$ cat src/rtl/lfsr_pkg.sv
// Shared definitions for the parametrised LFSR: maximal tap table, lock-out values
// and the period-checker state encoding.
package lfsr_pkg;

    typedef enum logic [0:0] {
        RUN  = 1'b0,
        DONE = 1'b1
    } chk_state_t;

    // One-hot mask for a 1-indexed polynomial tap position.
    function automatic logic [63:0] tap(input int t);
        return 64'd1 << (t - 1);
    endfunction

    function automatic logic [63:0] max_taps(input int w);
        logic [63:0] m;
        m = 64'd0;
        case (w)
            3:  m = tap(3)  | tap(2);
            4:  m = tap(4)  | tap(3);
            5:  m = tap(5)  | tap(3);
            6:  m = tap(6)  | tap(5);
            7:  m = tap(7)  | tap(6);
            8:  m = tap(8)  | tap(6)  | tap(5)  | tap(4);
            9:  m = tap(9)  | tap(5);
            10: m = tap(10) | tap(7);
            11: m = tap(11) | tap(9);
            12: m = tap(12) | tap(6)  | tap(4)  | tap(1);
            13: m = tap(13) | tap(4)  | tap(3)  | tap(1);
            14: m = tap(14) | tap(5)  | tap(3)  | tap(1);
            15: m = tap(15) | tap(14);
            16: m = tap(16) | tap(14) | tap(13) | tap(11);
            17: m = tap(17) | tap(14);
            18: m = tap(18) | tap(11);
            19: m = tap(19) | tap(6)  | tap(2)  | tap(1);
            20: m = tap(20) | tap(17);
            21: m = tap(21) | tap(19);
            22: m = tap(22) | tap(21);
            23: m = tap(23) | tap(18);
            24: m = tap(24) | tap(23) | tap(22) | tap(17);
            25: m = tap(25) | tap(22);
            26: m = tap(26) | tap(6)  | tap(2)  | tap(1);
            27: m = tap(27) | tap(5)  | tap(2)  | tap(1);
            28: m = tap(28) | tap(25);
            29: m = tap(29) | tap(27);
            30: m = tap(30) | tap(6)  | tap(4)  | tap(1);
            31: m = tap(31) | tap(28);
            32: m = tap(32) | tap(22) | tap(2)  | tap(1);
            33: m = tap(33) | tap(20);
            34: m = tap(34) | tap(27) | tap(2)  | tap(1);
            35: m = tap(35) | tap(33);
            36: m = tap(36) | tap(25);
            37: m = tap(37) | tap(5)  | tap(4)  | tap(3) | tap(2) | tap(1);
            38: m = tap(38) | tap(6)  | tap(5)  | tap(1);
            39: m = tap(39) | tap(35);
            40: m = tap(40) | tap(38) | tap(21) | tap(19);
            41: m = tap(41) | tap(38);
            42: m = tap(42) | tap(41) | tap(20) | tap(19);
            43: m = tap(43) | tap(42) | tap(38) | tap(37);
            44: m = tap(44) | tap(43) | tap(18) | tap(17);
            45: m = tap(45) | tap(44) | tap(42) | tap(41);
            46: m = tap(46) | tap(45) | tap(26) | tap(25);
            47: m = tap(47) | tap(42);
            48: m = tap(48) | tap(47) | tap(21) | tap(20);
            49: m = tap(49) | tap(40);
            50: m = tap(50) | tap(49) | tap(24) | tap(23);
            51: m = tap(51) | tap(50) | tap(36) | tap(35);
            52: m = tap(52) | tap(49);
            53: m = tap(53) | tap(52) | tap(38) | tap(37);
            54: m = tap(54) | tap(53) | tap(18) | tap(17);
            55: m = tap(55) | tap(31);
            56: m = tap(56) | tap(55) | tap(35) | tap(34);
            57: m = tap(57) | tap(50);
            58: m = tap(58) | tap(39);
            59: m = tap(59) | tap(58) | tap(38) | tap(37);
            60: m = tap(60) | tap(59);
            61: m = tap(61) | tap(60) | tap(46) | tap(45);
            62: m = tap(62) | tap(61) | tap(6)  | tap(5);
            63: m = tap(63) | tap(62);
            64: m = tap(64) | tap(63) | tap(61) | tap(60);
            default: m = 64'd0;
        endcase
        return m;
    endfunction

    // The state a feedback mode can never leave: all-0s for XOR, all-1s for XNOR.
    function automatic logic [63:0] lockout_val(input int w, input bit xnor_mode);
        logic [63:0] ones;
        ones = (w >= 64) ? {64{1'b1}} : ((64'd1 << w) - 64'd1);
        return xnor_mode ? ones : 64'd0;
    endfunction

endpackage

$ cat src/rtl/lfsr_period_chk.sv
// Period checker: keeps the reference seed, counts enabled steps and flags either a
// return to the reference or an overrun of 2^WIDTH steps without one.
module lfsr_period_chk
    import lfsr_pkg::*;
#(
    parameter int               WIDTH     = 16,
    parameter logic [WIDTH-1:0] RESET_REF = {{(WIDTH-1){1'b0}}, 1'b1}
) (
    input  logic             clk,
    input  logic             reset,
    input  logic             step,
    input  logic             load,
    input  logic [WIDTH-1:0] load_val,
    input  logic [WIDTH-1:0] state_next,
    output logic             period_done,
    output logic [WIDTH:0]   period_count,
    output logic             no_repeat
);
    localparam logic [WIDTH:0] CNT_ONE  = {{WIDTH{1'b0}}, 1'b1};
    localparam logic [WIDTH:0] CNT_FULL = {1'b1, {WIDTH{1'b0}}};

    chk_state_t       r_state;
    chk_state_t       w_state_nxt;
    logic [WIDTH-1:0] r_ref;
    logic [WIDTH:0]   r_cnt;
    logic [WIDTH:0]   w_cnt_inc;
    logic [WIDTH:0]   r_pcount;
    logic             r_done;
    logic             r_norep;
    logic             w_hit_ref;
    logic             w_hit_full;

    assign w_cnt_inc = r_cnt + CNT_ONE;

    // Next-state decode: a repeat takes precedence over the overrun on the same step.
    always_comb begin
        w_state_nxt = r_state;
        w_hit_ref   = 1'b0;
        w_hit_full  = 1'b0;
        case (r_state)
            RUN: begin
                if (step) begin
                    if (state_next == r_ref) begin
                        w_hit_ref   = 1'b1;
                        w_state_nxt = DONE;
                    end else if (w_cnt_inc == CNT_FULL) begin
                        w_hit_full  = 1'b1;
                        w_state_nxt = DONE;
                    end else begin
                        w_state_nxt = RUN;
                    end
                end else begin
                    w_state_nxt = RUN;
                end
            end
            DONE:    w_state_nxt = DONE;
            default: w_state_nxt = RUN;
        endcase
    end

    // Checker registers; reset beats load, load restarts the measurement.
    always_ff @(posedge clk) begin
        if (!reset) begin
            r_state  <= RUN;
            r_ref    <= RESET_REF;
            r_cnt    <= '0;
            r_pcount <= '0;
            r_done   <= 1'b0;
            r_norep  <= 1'b0;
        end else if (load) begin
            r_state  <= RUN;
            r_ref    <= load_val;
            r_cnt    <= '0;
            r_pcount <= '0;
            r_done   <= 1'b0;
            r_norep  <= 1'b0;
        end else begin
            r_state <= w_state_nxt;
            if (step && (r_state == RUN)) begin
                r_cnt <= w_cnt_inc;
            end
            if (w_hit_ref) begin
                r_done   <= 1'b1;
                r_pcount <= w_cnt_inc;
            end
            if (w_hit_full) begin
                r_norep <= 1'b1;
            end
        end
    end

    assign period_done  = r_done;
    assign period_count = r_pcount;
    assign no_repeat    = r_norep;

endmodule

$ cat src/rtl/lfsr_param.sv
// Parametrised maximal-length Fibonacci LFSR with XOR/XNOR feedback, lock-out-safe
// seed loading and a built-in period checker.
module lfsr_param
    import lfsr_pkg::*;
#(
    parameter int          WIDTH        = 16,
    parameter bit          XNOR_MODE    = 1'b0,
    parameter logic [63:0] RESET_SEED   = 64'd1,
    // Non-zero replaces the table polynomial; intended only for exercising the checker.
    parameter logic [63:0] TAP_OVERRIDE = 64'd0
) (
    input  logic             clk,
    input  logic             reset,
    input  logic             en,
    input  logic             load,
    input  logic [WIDTH-1:0] seed,
    output logic [WIDTH-1:0] shift_seed,
    output logic             lockup,
    output logic             period_done,
    output logic [WIDTH:0]   period_count,
    output logic             no_repeat
);
    localparam logic [63:0]      TAPS_64    = (TAP_OVERRIDE != 64'd0) ? TAP_OVERRIDE : max_taps(WIDTH);
    localparam logic [WIDTH-1:0] TAPS       = TAPS_64[WIDTH-1:0];
    localparam logic [63:0]      LOCKOUT_64 = lockout_val(WIDTH, XNOR_MODE);
    localparam logic [WIDTH-1:0] LOCKOUT    = LOCKOUT_64[WIDTH-1:0];
    localparam logic [WIDTH-1:0] ONE        = {{(WIDTH-1){1'b0}}, 1'b1};
    localparam logic [WIDTH-1:0] SUBST      = XNOR_MODE ? ~ONE : ONE;
    localparam logic [WIDTH-1:0] RST_RAW    = RESET_SEED[WIDTH-1:0];
    localparam logic [WIDTH-1:0] RST_FIXED  = (RST_RAW == LOCKOUT) ? SUBST : RST_RAW;
    localparam logic             RST_LOCK   = (RST_RAW == LOCKOUT);

    logic [WIDTH-1:0] r_shift;
    logic             r_lockup;
    logic             w_fb;
    logic [WIDTH-1:0] w_next;
    logic             w_seed_lock;
    logic [WIDTH-1:0] w_seed_fix;
    logic             w_step;

    assign w_fb        = (^(r_shift & TAPS)) ^ XNOR_MODE;
    assign w_next      = {r_shift[WIDTH-2:0], w_fb};
    assign w_seed_lock = (seed == LOCKOUT);
    assign w_seed_fix  = w_seed_lock ? SUBST : seed;
    assign w_step      = en & ~load;

    // Shift register and lock-out flag; load has priority over stepping.
    always_ff @(posedge clk) begin
        if (!reset) begin
            r_shift  <= RST_FIXED;
            r_lockup <= RST_LOCK;
        end else if (load) begin
            r_shift  <= w_seed_fix;
            r_lockup <= w_seed_lock;
        end else if (en) begin
            r_shift  <= w_next;
        end else begin
            r_shift  <= r_shift;
        end
    end

    lfsr_period_chk #(
        .WIDTH     (WIDTH),
        .RESET_REF (RST_FIXED)
    ) u_chk (
        .clk          (clk),
        .reset        (reset),
        .step         (w_step),
        .load         (load),
        .load_val     (w_seed_fix),
        .state_next   (w_next),
        .period_done  (period_done),
        .period_count (period_count),
        .no_repeat    (no_repeat)
    );

    assign shift_seed = r_shift;
    assign lockup     = r_lockup;

endmodule

$ cat config.mk
export PLATFORM = sky130hd
export DESIGN_NAME = lfsr_param
export DESIGN_NICKNAME = d
export VERILOG_FILES = /design/src/rtl/lfsr_pkg.sv /design/src/rtl/lfsr_period_chk.sv /design/src/rtl/lfsr_param.sv
export SDC_FILE = /design/constraint.sdc
export NUM_CORES = 1
export LEC_CHECK = 0
export ABC_CLOCK_PERIOD_IN_PS = 3110
export CAP_MARGIN = 20
export CORE_MARGIN = 2
export CORE_UTILIZATION = 53
export CTS_CLUSTER_DIAMETER = 100
export DETAILED_ROUTE_END_ITERATION = 10
export GPL_TIMING_DRIVEN = 1
export PLACE_DENSITY = 0.79
export REMOVE_ABC_BUFFERS = 1
export SETUP_SLACK_MARGIN = 0.1
export SLEW_MARGIN = 10
export SYNTH_ARGS = -nofsm -noshare
export SYNTH_HDL_FRONTEND = slang
export SYNTH_SLANG_ARGS = --single-unit
$ cat constraint.sdc
create_clock -name clk -period 3.11 [get_ports clk]
set_clock_uncertainty 0.1 [all_clocks]
set_input_delay 0.4665 -clock clk [delete_from_list [all_inputs] [get_ports clk]]
set_output_delay 0.4665 -clock clk [all_outputs]
set_load 0.005 [all_outputs]
== Yosys cells after proc, flatten, opt, wreduce, memory -nomap -nowiden ==
Index checks and enable logic that the tools add are counted.

* Register bits after elaboration: 70
* Output and inout bits: 36
* Word-level logic and storage cells: 33

* Add/subtract/negate cells: 1
* Bitwise operators: 4
* Equality and inequality tests: 2
* Reductions and logical operators: 5
* Muxes and demuxes: 13

{| class="wikitable"
|+ Operator list
! cell !! number
|-
| 2-to-1 mux 16 bit || 3
|-
| adder 17 x 1 -> 17 bit, second input constant || 1
|-
| == test 17 bit, second input constant || 1
|-
| == test 16 bit || 1
|-
| logical NOT 16 bit || 1
|-
| XOR reduction 16 bit || 1
|-
| 2-to-1 mux 1 bit || 9
|-
| inverter 1 bit || 3
|-
| case mux 1 bit (2 select lines) || 1
|-
| nonzero test 2 bit || 1
|-
| OR reduction 2 bit || 1
|-
| bitwise AND 1 bit || 1
|-
| logical AND 1 bit || 1
|}

== Longest topological paths before layout ==
Gate-level depths: netlist of the first run.

* Depth after elaboration: 6
* Mapped depth: 9

== Cells and area by module ==
A second synthesis of the first run with hierarchy kept.

* Cell total of the unflattened synthesis: 413
* Area, all modules: 3624.7 µm²

{| class="wikitable"
|+ Modules (own cells, without submodules)
! module !! times used !! seq. area each (µm²) !! cells an instance !! area an instance (µm²)
|-
| lfsr_period_chk || 1 || 1061.0 || 299 || 2681.3
|-
| lfsr_param || 1 || 340.3 || 114 || 943.4
|}

== Worst setup path before layout of the first run ==
OpenSTA, ideal clock, no wires.

* Path kind: reg-to-reg
* Start point: register u_chk.r_cnt[0]
* End point: register u_chk.r_state
* Slack: 0.457 ns
* Data arrival time: 2.480 ns
* Cell stages (with the launch flop): 10
* Library setup time: 0.073 ns
* Cells stage by stage: dfxtp_1 > ha_1 > buf_4 > nand3_2 > or4_1 > buf_2 > or4_1 > o311a_1 > o311a_1 > nor3_2

* Cells in the longest elaborated chain, start to end: 6

{| class="wikitable"
|+ Ends and longest elaborated chain
! what !! RTL line !! source
|-
| start: declaration || lfsr_period_chk.sv:25 || <nowiki>logic [WIDTH:0] r_cnt;</nowiki>
|-
| start signal: assignment || lfsr_period_chk.sv:80 || <nowiki>r_cnt <= w_cnt_inc;</nowiki>
|-
| adder 17 x 1 -> 17 bit || lfsr_period_chk.sv:33 || <nowiki>assign w_cnt_inc = r_cnt + CNT_ONE;</nowiki>
|-
| == test 17 bit || lfsr_period_chk.sv:46 || <nowiki>end else if (w_cnt_inc == CNT_FULL) begin</nowiki>
|-
| 2-to-1 mux 1 bit || lfsr_period_chk.sv:46 ||
|-
| 2-to-1 mux 1 bit || lfsr_period_chk.sv:43 || <nowiki>if (state_next == r_ref) begin</nowiki>
|-
| 2-to-1 mux 1 bit || lfsr_period_chk.sv:42 || <nowiki>if (step) begin</nowiki>
|-
| case mux 1 bit (2 select lines) || lfsr_period_chk.sv:40 || <nowiki>case (r_state)</nowiki>
|-
| end signal: assignment || lfsr_period_chk.sv:78 || <nowiki>r_state <= w_state_nxt;</nowiki>
|-
| end: declaration || lfsr_period_chk.sv:22 || <nowiki>chk_state_t r_state;</nowiki>
|}

No other way between the ends.
A chain may end at the register's enable or synchronous reset.

== Worst setup path in the final report of the first run ==
Same ends and word-level chain as after synthesis.

==> run metrics, run 1 <==
share of layout cells above drive strength 1=about 7.4%; fin nets=around 440; max_cap viols=0; DRC Markers=0; FP Rows=29; port bufs=55; asr flop ratio synth=0%; Critical R2R Launch=u_chk.r_cnt[0]$_SDFFE_PP0P_; effective utilization at floorplan=a little over half; cells after synthesis=around 370; Slew HR=31.7%; Routability Congestion=0.863; metal2 WL=3600 um; fmax=0.347 GHz; I/O pin count=56; number of DRC markers in iteration 0=114; grt total ovfl=0; Antenna Nets Post-Route=0; top-area cell type share of the netlist area=40.7%; H-tree depth=3; first-pass GRT wire length=between 10000 and 15000 um; crit path max fanout=8; DP Wirelength=5150 um; Synth Flop Type=dfxtp_1; Synth cell types=42; Die Y=between 80 and 90 um; worst slew pin tran=1.02 ns; unrepaired setup endpoints after global routing=no; post-place instance area=4000 um2; Tmin final=approximately 2.9 ns; Hold Slack=0.344 ns; GRT Overall Usage=around a fifth; ANT cells=0; Area Overhead vs Synth=22.7%; Pleak=1.76 nW; Setup-failing EPs final=0; CORE AREA=approximately 6300 um2; Met3 Wirelength=approximately 300 um; crit path launch=u_chk.r_cnt[0]$_SDFFE_PP0P_; Routed WL=roughly 7400 um; vias in the first global route=2718; Worst Hold Class=reg -> reg; Seq cells post-synth=70; Yosys warnings=0; synthesized area=3450 um2; CTS tree=yes; post-synthesis sequential area ratio=40.7%; post-cts hold buffer count=0; vias=2800; clock buffer depth=2; PwrDens=471 nW/um2; FF-to-FF path depth=7; Top Metal Used=met4; 1st-pass router iterations=4; CTS Root Buffer Type=clkbuf_8; hold path startpoint=u_chk.period_done$_SDFFE_PP0P_; initial antenna violation count=0; clock sink count=70; Crit. End Element=flop; Resized Gates After CTS=0; Critical Path Source Type=flop; CP max-delay cell=or4_1; hold-critical path depth=2; crit share post-route=92.8%; CTS clk-pin slew, worst paths=0.07 ns; status=complete, no violations; Routed WL per cell=between 10 and 15 um; Setup TNS=0 ns; synth top area cells=dfxtp_1 41%, mux2i_1 9.3%, xnor2_1 9.2%; Slew Viols, Final=0; die area=7160 um2; largest area contributor in the synthesized netlist=dfxtp_1; CP max stage delay=between 0.5 and 0.6 ns; Die Wd=84.6 um; clock buffer count from CTS=9; fin area=about 4200 um2; met1 wire length=3400 um; Peak VDD IR=about 0.27 mV; post-CTS setup buffer count=0; critical path start-end classification=reg -> reg; largest net degree at the start of global routing=34; clk_lat worst skew=between 0.3 and 0.4 ns; critical path arrival=3.06 ns; Avg Cell Area, Syn=9.24 um2; vias per cell=5.62; Req. time, crit path=3.29 ns; CP Cell Sequence=ha_2, nand3_2, or4_1, or4_1, o311a_1, o311a_1, nor3_2; Final Hold Viols=0; number of flops mapped to enable cells by yosys=0
[kinds of logic (layout without fill, tap and decap cells)]
| group | count (synthesis) | after routing | share of synthesized area, % |
|---|---|---|---|
| compound gates | 54 | 54 | 12.9 |
| xor+xnor | 52 | 52 | 13.2 |
| fa+ha+maj | 2 | 2 | 0.726 |
| buf+inv | 37 | 85 | 5.55 |
| flops | 70 | 70 | 40.7 |
| mux | 32 | 32 | 9.30 |
| simple gates | 126 | 126 | 17.6 |
[metal layers]
metal / global-route usage [%] / up-vias
met1: 26.6 / 1329
met2: 35.3 / 70
met3: 5.21 / 12
met5: 0 / -
met4: 9.24 / 0
li1: - / 1389
[cell usage after synthesis, types with 6 or more instances]
| cell | count |
|---|---|
| a22o_1 | 15 |
| nand3_1 | 7 |
| o211a_1 | 15 |
| buf_4 | 9 |
| nand4_1 | 10 |
| nor4_1 | 7 |
| a21oi_1 | 6 |
| clkbuf_1 | 15 |
| xor2_1 | 16 |
| nor3_1 | 9 |
| xnor2_1 | 36 |
| nand2_1 | 36 |
| mux2i_1 | 32 |
| dfxtp_1 | 70 |
| nor2_1 | 37 |
[final cells by class]
type	instances	area [um2]
Clock buffer	12	155
Inverter	6	22.5
Timing Repair Buffer	64	631
Sequential cell	70	1400
Fill cell	528	2080
Tap cell	77	96.3
Multi-Input combinational cell	266	1860
Clock inverter	3	67.6
[worst paths after layout]
check / slack (ns) / to
hold / removal: 0.34 / u_chk.period_done$_SDFFE_PP0P_
setup reg to reg: 0.22 / u_chk.r_state$_SDFF_PP0_
hold reg to reg: 0.34 / u_chk.period_done$_SDFFE_PP0P_
setup / recovery: 0.22 / u_chk.r_state$_SDFF_PP0_
[power by group]
group | total (W) | internal [W] | switching (W) | leakage (nW)
Combinational | 0.000206 | 0.000115 | 0.0000916 | 1.08
Clock | 0.000827 | 0.000491 | 0.000336 | 0.109
Sequential | 0.000958 | 0.000925 | 0.0000326 | 0.571
[flip-flops by register name (all words and copies together), names as in the netlist]
| signal | count |
|---|---|
| u_chk.period_done | 1 |
| u_chk.no_repeat | 1 |
| u_chk.r_cnt | 17 |
| lockup | 1 |
| u_chk.r_state | 1 |
| shift_seed | 16 |
| u_chk.r_ref | 16 |
| u_chk.period_count | 17 |
[layout by cell type (no fill, tap or decap), types with 3 or more instances in the layout]
cell type and count:
a21oi_1 6, nor2_1 37, buf_4 8, nand4_1 10, o211a_1 15, xor2_1 16
nor4_1 7, o21ai_0 5, o311a_1 3, mux2i_1 32, and3_1 4, nand2_1 36
nor3_1 9, clkdlybuf4s50_1 55, nor2b_1 3, nand3_1 7, a31oi_1 3, dfxtp_1 70
a22o_1 15, xnor2_1 36, or4_1 3, inv_1 4, clkbuf_8 11
[per-stage QoR]
| stage | util [%] | cells | worst slack, ns | total power, W |
|---|---|---|---|---|
| 4_1_cts | 66.9 | 498 | 0.185 | 0.00201 |
| 3_5_place_dp | 63.4 | 483 | 0.200 | 0.00118 |
| 6_report | 67.0 | 498 | 0.224 | 0.00199 |
| 5_1_grt | 67.0 | 498 | 0.100 | 0.00206 |
| 3_3_place_gp | 63.4 | 483 | 0.303 | 0.00118 |
| 2_1_floorplan | - | 342 | 0.323 | 0.00108 |
[critical path: cells and delay by family (launching register included)]
kind | cells | cell delay [ns]
AOI/OAI and AO/OA | 2 | 0.53
adders and majority gates | 1 | 0.31
DFF | 1 | 0.48
and+or+nand+nor | 4 | 1.41
(Power assumes the default switching activity.)
==> run 2, diff against run 1 <==
- ABC_CLOCK_PERIOD_IN_PS: 3110 -> not set
==> results of run 2 <==
Final layout, timing and power as in run 1 (identical DEF).
==> run 3, diff against run 2 <==
- CORE_ASPECT_RATIO: not set -> 0.6
==> run 3 against run 2 <==
Clock-buffer cell count decreased by 3. Global-route usage up 3.5 points. First-iteration DRC count rose by 46%. Critical path type unchanged.
==> run metrics, run 3 (synthesized netlist as in run 1, its figures left out) <==
clock buffer count from CTS=9 (unchanged); number of DRC markers in iteration 0=166 (+46%); multi-input logic area=1860 um2 (+0.20%); clk_lat worst skew=0.36 ns (+0.02 ns); grt total ovfl=0 (unchanged); hold-critical path depth=2 (unchanged); worst slew pin tran=0.459 ns (-0.561 ns); CTS Root Buffer Type=clkbuf_8; Filler cells=506 (-4.2%); first-pass GRT wire length=13700 um (+9.6%); PwrDens=452 nW/um2 (-3.9%); Tmin final=2.82 ns (-0.0700 ns); vias per cell=5.53 (-1.6%); FF-to-FF path depth=7 (unchanged); Routability Congestion=0.883 (+2.4%); effective utilization at floorplan=55.6% (+1.1 points); vias=2821 (+0.75%); DP Wirelength=5820 um (+13%); Slew Viols, Final=0 (unchanged); Worst Hold Class=reg -> reg; Peak VDD IR=0.319 mV (+16%); fin nets=443 (+0.91%); Area Overhead vs Synth=22.9%; Slew HR=69.1% (+37 points); 1st-pass router iterations=4 (unchanged); critical path start-end classification=reg -> reg; largest net degree at the start of global routing=32 (-5.9%); clock sink count=70 (unchanged); Critical Path Source Type=flop; Antenna Nets Post-Route=0 (unchanged); CP max-delay cell=or4_4; Req. time, crit path=3.29 ns (about the same); Die Y=66.5 um (-21%); I/O pin count=56 (unchanged); unrepaired setup endpoints after global routing=no; Setup-failing EPs final=0 (unchanged); post-place instance area=4030 um2 (+0.66%); CTS tree=yes; CTS clk-pin slew, worst paths=0.09 ns (+0.02 ns); DRC Markers=0 (unchanged); critical path arrival=2.99 ns (-0.07 ns); Setup TNS=0 ns (unchanged); Final Util=68.4% (+1.4 points); Post-Layout Cell Count=510 (+2.4%); status=complete, no violations; share of layout cells above drive strength 1=8.92% (+1.6 points); register area=1400 um2 (unchanged); fmax=0.355 GHz (+2.5%); most common cell after layout, fill and taps aside=dfxtp_1; max_cap viols=0 (unchanged); port bufs=55 (unchanged); Routed WL=8110 um (+9.1%); die area=7180 um2 (+0.30%); GRT Overall Usage=24.9% (+3.5 points); vias in the first global route=2654 (-2.4%); Routed WL per cell=15.9 um (+6.6%); most frequent cells in the layout=70 x dfxtp_1, 55 x clkdlybuf4s50_1, 37 x nor2_1; clock buffer depth=2 (unchanged); Cells after DPL=494 (+2.3%); CORE AREA=6190 um2 (-1.9%); FP Rows=22 (-24%); Die Wd=108 um (+28%); Hold Slack=0.353 ns (+0.00900 ns); fin area=4230 um2 (+0.12%); Pleak=1.76 nW (-0.38%); initial antenna violation count=0 (unchanged); Crit. End Element=flop; CP Cell Sequence=ha_2, nand3_2, or4_4, or4_1, o311a_1, o311a_1, nor3_2; ANT cells=0 (unchanged); most used cell, CP=o311a_1; crit share post-route=90.5% (-2.3 points); CP max stage delay=0.52 ns (-0.05 ns); H-tree depth=3 (unchanged); Final Hold Viols=0 (unchanged); crit path max fanout=8 (unchanged)
## run 3: per-stage QoR
step	setup slack, ns	power (W)
2_1_floorplan	0.323	0.00108
3_3_place_gp	0.299	0.00119
3_5_place_dp	0.176	0.00119
4_1_cts	0.177	0.00192
5_1_grt	0.115	0.00199
6_report	0.294	0.00192
## run 3: repair_timing
| action | 4_1_cts | 5_1_grt |
|---|---|---|
| resized for setup | 0 | 2 |
| endpoints found under the setup margin | 0 | 2 |
| hold buffers | 0 | 0 |
| setup buffers | 0 | 0 |
## run 3: worst paths after layout
| path | start | slack, ns | end |
|---|---|---|---|
| max | u_chk.r_cnt[0]$_SDFFE_PP0P_ | 0.29 | u_chk.r_state$_SDFF_PP0_ |
| min | u_chk.period_done$_SDFFE_PP0P_ | 0.35 | u_chk.period_done$_SDFFE_PP0P_ |
| max reg2reg | u_chk.r_cnt[0]$_SDFFE_PP0P_ | 0.29 | u_chk.r_state$_SDFF_PP0_ |
| min reg2reg | u_chk.period_done$_SDFFE_PP0P_ | 0.35 | u_chk.period_done$_SDFFE_PP0P_ |
## run 3: routing by layer
layer | share of wire (%) | GRT usage (%)
met5 | 0 | 0
met4 | 1.1 | 7.05
met2 | 41 | 35.5
met1 | 51 | 36.7
met3 | 6.4 | 6.65
## run 3: power by group
group	internal (W)	switching, W
combinational	0.000117	0.0000987
sequential	0.000925	0.0000346
clock	0.000371	0.000369
## run 3: area by class of cell
type / instances / area share [%]
multi-input cells: 266 / 43.9
inverters: 6 / 0.532
well taps: 84 / 2.48
flip-flops and latches: 70 / 33.1
clock inverters: 7 / 1.74
repair buffers: 68 / 15.3
clock buffers: 9 / 2.93
## run 3: worst max-delay path: cells and delay by family, from the launching register on
kind	cells	cell delay [ns]
flops	1	0.47
simple gates	4	1.34
compound gates	2	0.51
fa+ha+maj	1	0.31
